--- config.mk ---
export PLATFORM = sky130hd
export DESIGN_NAME = event_tagger_multi
export DESIGN_NICKNAME = d
export VERILOG_FILES = /design/src/rtl/event_tagger_multi.sv
export SDC_FILE = /design/constraint.sdc
export NUM_CORES = 1
export LEC_CHECK = 0
export CORE_AREA = 2 2 278 280
export CTS_BUF_LIST = sky130_fd_sc_hd__clkbuf_8
export CTS_CLUSTER_SIZE = 16
export DETAILED_ROUTE_END_ITERATION = 12
export DIE_AREA = 0 0 280 282
export HOLD_SLACK_MARGIN = 0.03
export SYNTH_ARGS = -nofsm -noshare
export SYNTH_HDL_FRONTEND = slang
export SYNTH_SLANG_ARGS = --single-unit
--- constraint.sdc ---
create_clock -name clk -period 5.7 [get_ports clk]
set_clock_uncertainty 0.05 [all_clocks]
set_input_delay 0.57 -clock clk [delete_from_list [all_inputs] [get_ports clk]]
set_output_delay 0.57 -clock clk [all_outputs]
set_load 0.05 [all_outputs]
--- src/rtl/event_tagger_multi.sv ---
// Event tagger: time-stamps strobe pulses, delta-channel level changes and timer wrap markers into a record FIFO.
// Optional macro EVENT_TAGGER_INPUT_SYNC_EN adds two-flop input synchronizers ahead of event detection.
`timescale 1ns/1ps
module event_tagger_multi #(
  parameter int STROBE_CH  = 4,
  parameter int DELTA_CH   = 4,
  parameter int TIMER_W    = 36,
  parameter int FIFO_DEPTH = 16,
  parameter int LOST_W     = 16,
  localparam int CH_W      = (STROBE_CH > DELTA_CH) ? STROBE_CH : DELTA_CH,
  localparam int REC_W     = TIMER_W + CH_W + 3,
  localparam int LVL_W     = $clog2(FIFO_DEPTH) + 1
) (
  input  logic                 clk,
  input  logic                 reset_n,
  input  logic [STROBE_CH-1:0] strobe_channels,
  input  logic [DELTA_CH-1:0]  delta_channels,
  input  logic [STROBE_CH-1:0] strobe_mask,
  input  logic                 capture_operate,
  input  logic                 counter_operate,
  input  logic                 clear_timer,
  output logic [REC_W-1:0]     data,
  output logic                 data_valid,
  input  logic                 data_ready,
  output logic [LOST_W-1:0]    lost_count,
  output logic [LVL_W-1:0]     fifo_level
);

  localparam int AW = $clog2(FIFO_DEPTH);

  // ---------------------------------------------------------------------------
  // Input sampling
  // ---------------------------------------------------------------------------
  logic [STROBE_CH-1:0] s_in;
  logic [DELTA_CH-1:0]  d_in;

`ifdef EVENT_TAGGER_INPUT_SYNC_EN
  logic [STROBE_CH-1:0] s_meta, s_sync;
  logic [DELTA_CH-1:0]  d_meta, d_sync;

  // Left out of reset so old_delta can capture the settled level during reset.
  always_ff @(posedge clk) begin
    s_meta <= strobe_channels;
    s_sync <= s_meta;
    d_meta <= delta_channels;
    d_sync <= d_meta;
  end

  assign s_in = s_sync;
  assign d_in = d_sync;
`else
  assign s_in = strobe_channels;
  assign d_in = delta_channels;
`endif

  // ---------------------------------------------------------------------------
  // Free-running timer
  // ---------------------------------------------------------------------------
  logic [TIMER_W-1:0] timer;

  always_ff @(posedge clk) begin
    if (!reset_n)         timer <= '0;
    else if (clear_timer) timer <= '0;
    else                  timer <= timer + TIMER_W'(counter_operate);
  end

  // ---------------------------------------------------------------------------
  // Record generation with a one-deep pending strobe slot
  // ---------------------------------------------------------------------------
  logic [DELTA_CH-1:0] old_delta;
  logic                slot_valid, slot_valid_nx;
  logic [CH_W-1:0]     slot_ch, slot_ch_nx;
  logic [TIMER_W-1:0]  slot_ts, slot_ts_nx;
  logic                slot_wrap, slot_wrap_nx;

  logic [CH_W-1:0]     s_ext, d_ext;
  logic                wrap_now, delta_evt, strobe_evt;

  logic                gen_fire;
  logic                rec_type, rec_wrap;
  logic [CH_W-1:0]     rec_ch;
  logic [TIMER_W-1:0]  rec_ts;

  // Generated record without the lost bit; that bit is only known at FIFO write.
  logic                gen_valid;
  logic [REC_W-2:0]    gen_body;

  assign s_ext      = CH_W'(s_in & strobe_mask);
  assign d_ext      = CH_W'(d_in);
  assign wrap_now   = counter_operate && (timer == '0);
  assign delta_evt  = (d_in != old_delta);
  assign strobe_evt = (s_ext != '0) || wrap_now;

  always_comb begin
    gen_fire      = 1'b0;
    rec_type      = 1'b0;
    rec_wrap      = 1'b0;
    rec_ch        = '0;
    rec_ts        = timer;
    slot_valid_nx = slot_valid;
    slot_ch_nx    = slot_ch;
    slot_ts_nx    = slot_ts;
    slot_wrap_nx  = slot_wrap;

    if (delta_evt) begin
      // Delta wins; concurrent strobes park in the slot (a wrap rides on the delta record).
      gen_fire = 1'b1;
      rec_type = 1'b1;
      rec_wrap = wrap_now;
      rec_ch   = d_ext;
      if (s_ext != '0) begin
        if (slot_valid) begin
          slot_ch_nx = slot_ch | s_ext;
        end else begin
          slot_valid_nx = 1'b1;
          slot_ch_nx    = s_ext;
          slot_ts_nx    = timer;
          slot_wrap_nx  = wrap_now;
        end
      end
    end else if (slot_valid) begin
      gen_fire      = 1'b1;
      rec_wrap      = slot_wrap;
      rec_ch        = slot_ch;
      rec_ts        = slot_ts;
      slot_valid_nx = strobe_evt;
      slot_ch_nx    = s_ext;
      slot_ts_nx    = timer;
      slot_wrap_nx  = wrap_now;
    end else if (strobe_evt) begin
      gen_fire = 1'b1;
      rec_wrap = wrap_now;
      rec_ch   = s_ext;
    end
  end

  always_ff @(posedge clk) begin
    if (!reset_n) begin
      old_delta  <= d_in;
      slot_valid <= 1'b0;
      slot_ch    <= '0;
      slot_ts    <= '0;
      slot_wrap  <= 1'b0;
      gen_valid  <= 1'b0;
      gen_body   <= '0;
    end else begin
      old_delta  <= d_in;
      slot_valid <= slot_valid_nx;
      slot_ch    <= slot_ch_nx;
      slot_ts    <= slot_ts_nx;
      slot_wrap  <= slot_wrap_nx;
      gen_valid  <= gen_fire && capture_operate;
      gen_body   <= {rec_wrap, rec_type, rec_ch, rec_ts};
    end
  end

  // ---------------------------------------------------------------------------
  // Record FIFO: memory plus a registered show-ahead head slot.
  // Handshake: data/data_valid are registers; a record transfers on a rising
  // clk edge where data_valid && data_ready, and data is held unchanged while
  // data_valid is high and data_ready is low. Occupancy counts the head slot.
  // ---------------------------------------------------------------------------
  logic [REC_W-1:0] mem [FIFO_DEPTH];
  logic [AW-1:0]    wr_ptr, rd_ptr;
  logic [AW:0]      mem_count;
  logic [AW:0]      level;
  logic [REC_W-1:0] data_q;
  logic             data_valid_q;
  logic             lost_flag;
  logic [LOST_W-1:0] lost_q;

  logic             pop, full, wr_ok, wr_drop, load;
  logic [REC_W-1:0] wr_rec;

  assign level   = mem_count + (AW+1)'(data_valid_q);
  assign pop     = data_valid_q && data_ready;
  // A consumer pop in the same cycle frees a place for the incoming record.
  assign full    = (level == (AW+1)'(FIFO_DEPTH)) && !pop;
  assign wr_ok   = gen_valid && !full;
  assign wr_drop = gen_valid && full;
  assign load    = (mem_count != '0) && (!data_valid_q || data_ready);
  assign wr_rec  = {lost_flag, gen_body};

  always_ff @(posedge clk) begin
    if (wr_ok) mem[wr_ptr] <= wr_rec;
  end

  always_ff @(posedge clk) begin
    if (!reset_n) begin
      wr_ptr       <= '0;
      rd_ptr       <= '0;
      mem_count    <= '0;
      data_q       <= '0;
      data_valid_q <= 1'b0;
      lost_flag    <= 1'b0;
      lost_q       <= '0;
    end else begin
      mem_count <= mem_count + (AW+1)'(wr_ok) - (AW+1)'(load);
      if (wr_ok) wr_ptr <= wr_ptr + AW'(1);
      if (load) begin
        data_q       <= mem[rd_ptr];
        data_valid_q <= 1'b1;
        rd_ptr       <= rd_ptr + AW'(1);
      end else if (pop) begin
        data_valid_q <= 1'b0;
      end
      if (wr_drop) begin
        lost_flag <= 1'b1;
        if (lost_q != '1) lost_q <= lost_q + LOST_W'(1);
      end else if (wr_ok && lost_flag) begin
        lost_flag <= 1'b0;
      end
    end
  end

  assign data       = data_q;
  assign data_valid = data_valid_q;
  assign lost_count = lost_q;
  assign fifo_level = level;

endmodule

; Yosys cells after proc, flatten, opt, wreduce, memory -nomap -nowiden
; Memories as Yosys holds them, arrays and structs flattened. A register that Yosys moved wholly into a read port is not among the register bits.
; Index checks and enable logic that the tools add are counted.
[totals]
output_inout_bits = 65
word_cells = 86
register_bits = 156
in_bits = 18
memories = 1
ram_bits = 688
[classes]
n_eq_ne = 5
bitwise = 3
reduce_logical = 24
muxes = 32
addsub = 7
[memory_table]
columns = memory, words, width, rd, rd_ports_with_merged_regs, write_ports, line_no
row1 = mem, 16, 43, 1, 1, 1, 163  ; logic [REC_W-1:0] mem [FIFO_DEPTH];
[ops]
columns = cell, n
row1 = $mux 36, 5
row2 = $add 36x1->36, 1
row3 = $logic_not 36->1, 1
row4 = $mux 4, 7
row5 = $mux 1, 20
row6 = $add 16x1->16 const B, 1
row7 = $ne 16x16->1 const B, 1
row8 = $add 5x1->5, 2
row9 = $add 4x1->4 const B, 2
row10 = $logic_and 1x1->1, 8
row11 = $reduce_bool 2->1, 3
row12 = $eq 5x5->1 const B, 1
row13 = $reduce_bool 5->1, 1
row14 = $sub 5x1->5, 1
row15 = $and 4x4->4, 1
row16 = $logic_not 1->1, 4
row17 = $ne 4x4->1, 1
row18 = $or 4x4->4, 1
row19 = $reduce_and 2->1, 2
row20 = $reduce_bool 4->1, 1
row21 = $reduce_and 3->1, 1
row22 = $logic_or 1x1->1, 2
row23 = $ne 2x1->1 const B, 1
row24 = $ne 2x2->1 const B, 1
row25 = 2 further kinds, 2

; Depth between registers and ports, before layout
[logic_depth]
depth_word = 8
mapped_depth = 17
depth_no_buf = 16

; Least setup slack after synthesis
; OpenSTA, ideal clock, no wires.
[synth_path]
kind = flip-flop to flip-flop
startpoint = reg data_valid_q, in the netlist data_valid
endpoint = mem mem[3][0] (netlist name), enable pin
synth_period_minus_slack_ps = 5424
path_slack_ps = 276
required_ps = 5153
t_arrival_ps = 4877
setup_ps = 497
stages_incl_launch_ff = 7
cell_sequence = dfxtp_1 > ha_1 > ha_1 > nor2_1 > a211oi_2 > o211ai_1 > nor3_1
[synth_via]
elab_chain_len = 7
elab_cells_between_ends = 9
classes_between = add/sub: 1 / eq/ne: 1 / mux: 2 / reduce/logical: 5
[synth_lines]
columns = element, line_no
row1 = "start, declared", 168  ; logic data_valid_q;
row2 = "start signal, assigned", 194  ; data_valid_q <= 1'b0;
row3 = "start signal, assigned", 202  ; data_valid_q <= 1'b1;
row4 = "start signal, assigned", 205  ; data_valid_q <= 1'b0;
row5 = $add 5x1->5 / $logic_and 1x1->1 (equally long branches), "175, 176"
row6 = $eq 5x5->1 / $logic_not 1->1 (equally long branches), 178  ; assign full = (level == (AW+1)'(FIFO_DEPTH)) && !pop;
row7 = $logic_and 1x1->1 *, 178
row8 = $logic_not 1->1 *, 179  ; assign wr_ok = gen_valid && !full;
row9 = $logic_and 1x1->1 *, 179
row10 = $mux 1 *, 185  ; if (wr_ok) mem[wr_ptr] <= wr_rec;
row11 = $mux 1 (implied by the code) *, 185
row12 = "end, declared", 163
; Mark *: on every way between the ends. The rest lies on a longest branch, timed or not.

; Final worst setup path
[layout_path]
startpoint = reg data_valid_q, in the netlist data_valid
endpoint = mem mem[8][14] (netlist name), enable pin
; The elaborated chain is that of the path after synthesis.

==> out/qor.yml <==
cts:
  clk_pin_slew_worst_paths_ns: 0.06
  post_cts_buffers: 0
  cts_sinks: 887
  ctsHtreeMaxLevel: 4
  cts_tree: "yes"
  numCtsBuffers: 141
  clock_path_buffers: 3
  cts_resized: 0
  clock_latency_ns: 0.78
  ctsHoldBuffers: 0
  cts_root_buf: "clkbuf_8"
place:
  place_area_sq_mm: 0.0359
  numPortBuffers: 82
  dp_hpwl_um: 43200
  gp_congestion: 0.769
sta:
  slew_violations: 0
  final.min_clock_period_ns: 3.66
  worst-slew-pin-transition_ns: 0.986
  setup_violations: 0
  hold_viol: 0
  setup_tns_ns: 0
  fin_crit_sh: 0.642
  rsz0062_at_grt: "false"
  max-slew-margin-rel: 0.343
  fmax_ghz: 0.273
drt:
  wl_um: 77900
  drcViolationCount: 0
  first_pass_iters: 6
  drt_iter0_drc: 1535
  wl_per_cell_um: 24.4
  ant_nets: 0
  routed-via-count: 18200
  viasPerCell: 5.70
min_path:
  worstHoldPathType: "input pin to register"
  min_to: "old_delta[1]"
  min_from: "delta_channels[1]"
  worstHoldPathCells: 1
pwr:
  vdd_drop_max_mv: 0.230
  power_density_mw_per_mm2: 412
  p_leak_nw: 12.0
  finalPower_mw: 15.9
synth:
  syn_avg_cell_area_sq_um: 17.3
  synth-seq-cells: 887
  synth_cells: 1963
  synthAdderAreaFrac: 0.00723
  ys_warn_count: 0
  synthTopCellsByArea: "edfxtp_1 61%, dfxtp_1 12%, mux4_2 11%"
  yosys.area.top_type: "edfxtp_1"
  synth_edf_count: 688
  synth_top_area_frac: 0.609
  synth_ff_type: "edfxtp_1"
  yosysMostFrequentCell: "edfxtp_1"
  muxShareOfSynthArea: 0.132
  synth_nets: 2000
  ys_top_cells_by_count: "688 x edfxtp_1, 199 x dfxtp_1, 172 x mux4_2, 162 x nand2_1"
  postSynth.asyncResetShare: 0
  yosysSeqAreaShare: 0.726
  synthSimpleGateAreaFrac: 0.0642
  synth_top_family_by_area: "multiplexers"
  synth_compound_area_frac: 0.0431
  syn_area_sq_mm: 0.0339
  synth_xor_xnor_area_share: 0.0116
  synth_cell_types: 57
floorplan:
  dieArea_sq_mm: 0.0790
  io_pins: 83
  rows: 101
  die_h_um: 282
  initial_utilization: 0.448
  core_sq_mm: 0.0757
  fp.dieW_um: 280
worst_setup_path:
  cp_num_buf_inv: 1
  path_common_cell: "ha_1"
  worst_setup_path_start_kind: "register"
  crit_path_end_kind: "register"
  regToRegSetupSlack_ns: 2.04
  cp_max_fo: 23
  critPathMaxStageDelay_ns: 0.76
  critPathRequiredTime_ns: 6.05
  path_class: "register to register"
  r2r-start: "data_valid"
  reg2reg_depth: 7
  rr_endpoint: "mem[8][14]"
  cp_data_arrival_time_ns: 4.01
  path_cells: "ha_1 > ha_1 > and4b_1 > a211oi_2 > o21a_4 > and3_2 > buf_4"
  slowest_stage: "and3_2"
  cpLargestDelayFamily: "simple AND/OR/NAND/NOR gates"
layout:
  drive_above_1_share: 0.216
  fin_nets: 2140
  area_delta_synth_final_pct: 13.6
  final_util: 0.509
  stdcell_area_sq_mm: 0.0386
grt:
  grt_pass1_vias: 18700
  overflow: 0
  track_usage: 0.200
  antenna_found_initial: 2
  grt_pass1_wl_um: 117000
  grt_max_degree: 113
run_status:
  status: "finished clean"
job:
  cap_violations: 0
[cell families after synthesis]
kind of cell | count (synthesis)
and+or+nand+nor | 446
AOI/OAI and AO/OA | 205
muxes | 226
buffers and inverters | 135
xor gates and xnor gates | 45
DFF | 887
adders and majority gates | 19
[flip-flops by register name (all words and copies together), names as in the netlist, 4 cells and up]
signal      flops
gen_body       42
rd_ptr          4
wr_ptr          4
lost_count     16
timer          36
slot_ts        36
slot_ch         4
data           43
old_delta       4
mem           688
mem_count       5
[power by group]
part	switching (mW)	internal, mW
combinational	1.91	1.39
sequential	0.340	7.13
clock	2.49	2.64
total	4.73	11.2
[metal layers]
metal	vias up	share of wire	global-route usage
met5	-	0	0
met4	0	0.019	0.0536
met3	122	0.057	0.0433
met1	9545	0.44	0.277
met2	513	0.48	0.324
li1	8050	-	-
[cell type report]
class,instances,area (sq um)
Multi-Input combinational cell,941,8800
Clock buffer,154,2120
Tap cell,978,1220
Clock inverter,108,573
Timing Repair Buffer,117,1120
Sequential cell,887,24700
Inverter,15,58.8
Antenna cell,1,2.50
Fill cell,6151,37100
[layout by cell type, fill, tap and decap left out, drive strengths merged, types with 20 or more instances in the layout]
| cell type | instances |
|---|---|
| nand3 | 61 |
| a21boi | 44 |
| mux2 | 43 |
| inv | 73 |
| clkbuf | 154 |
| o221ai | 43 |
| xor2 | 21 |
| and3 | 20 |
| dfxtp | 199 |
| o21ai | 42 |
| buf | 36 |
| nor4 | 23 |
| clkdlybuf4s50 | 81 |
| mux4 | 172 |
| nor2 | 81 |
| nand2 | 162 |
| edfxtp | 688 |
| o22ai | 43 |
| clkinv | 36 |
| xnor2 | 24 |
[worst max-delay path by stage]
stage	slack, ns	end	cells past startpoint	from
after floorplan	0.28	mem[3][0]	6	data_valid
after global placement	2.11	mem_count[4]	16	data_valid
after detailed placement	2.01	mem[8][23]	7	data_valid
after CTS	1.96	mem[8][14]	7	data_valid
after global routing	1.78	mem_count[4]	16	data_valid
final	2.04	mem[8][14]	7	data_valid
[stage by stage]
step                      hold WS [ns]  setup slack, ns  std cells
after floorplan                  0.391            0.276       1963
final                            0.280             2.04       3201
after global placement           0.402             2.11       2938
after global routing             0.247             1.78       3201
after detailed placement         0.411             2.01       2938
after CTS                        0.207             1.96       3200
Note: power is estimated with default switching activity, not from simulation.
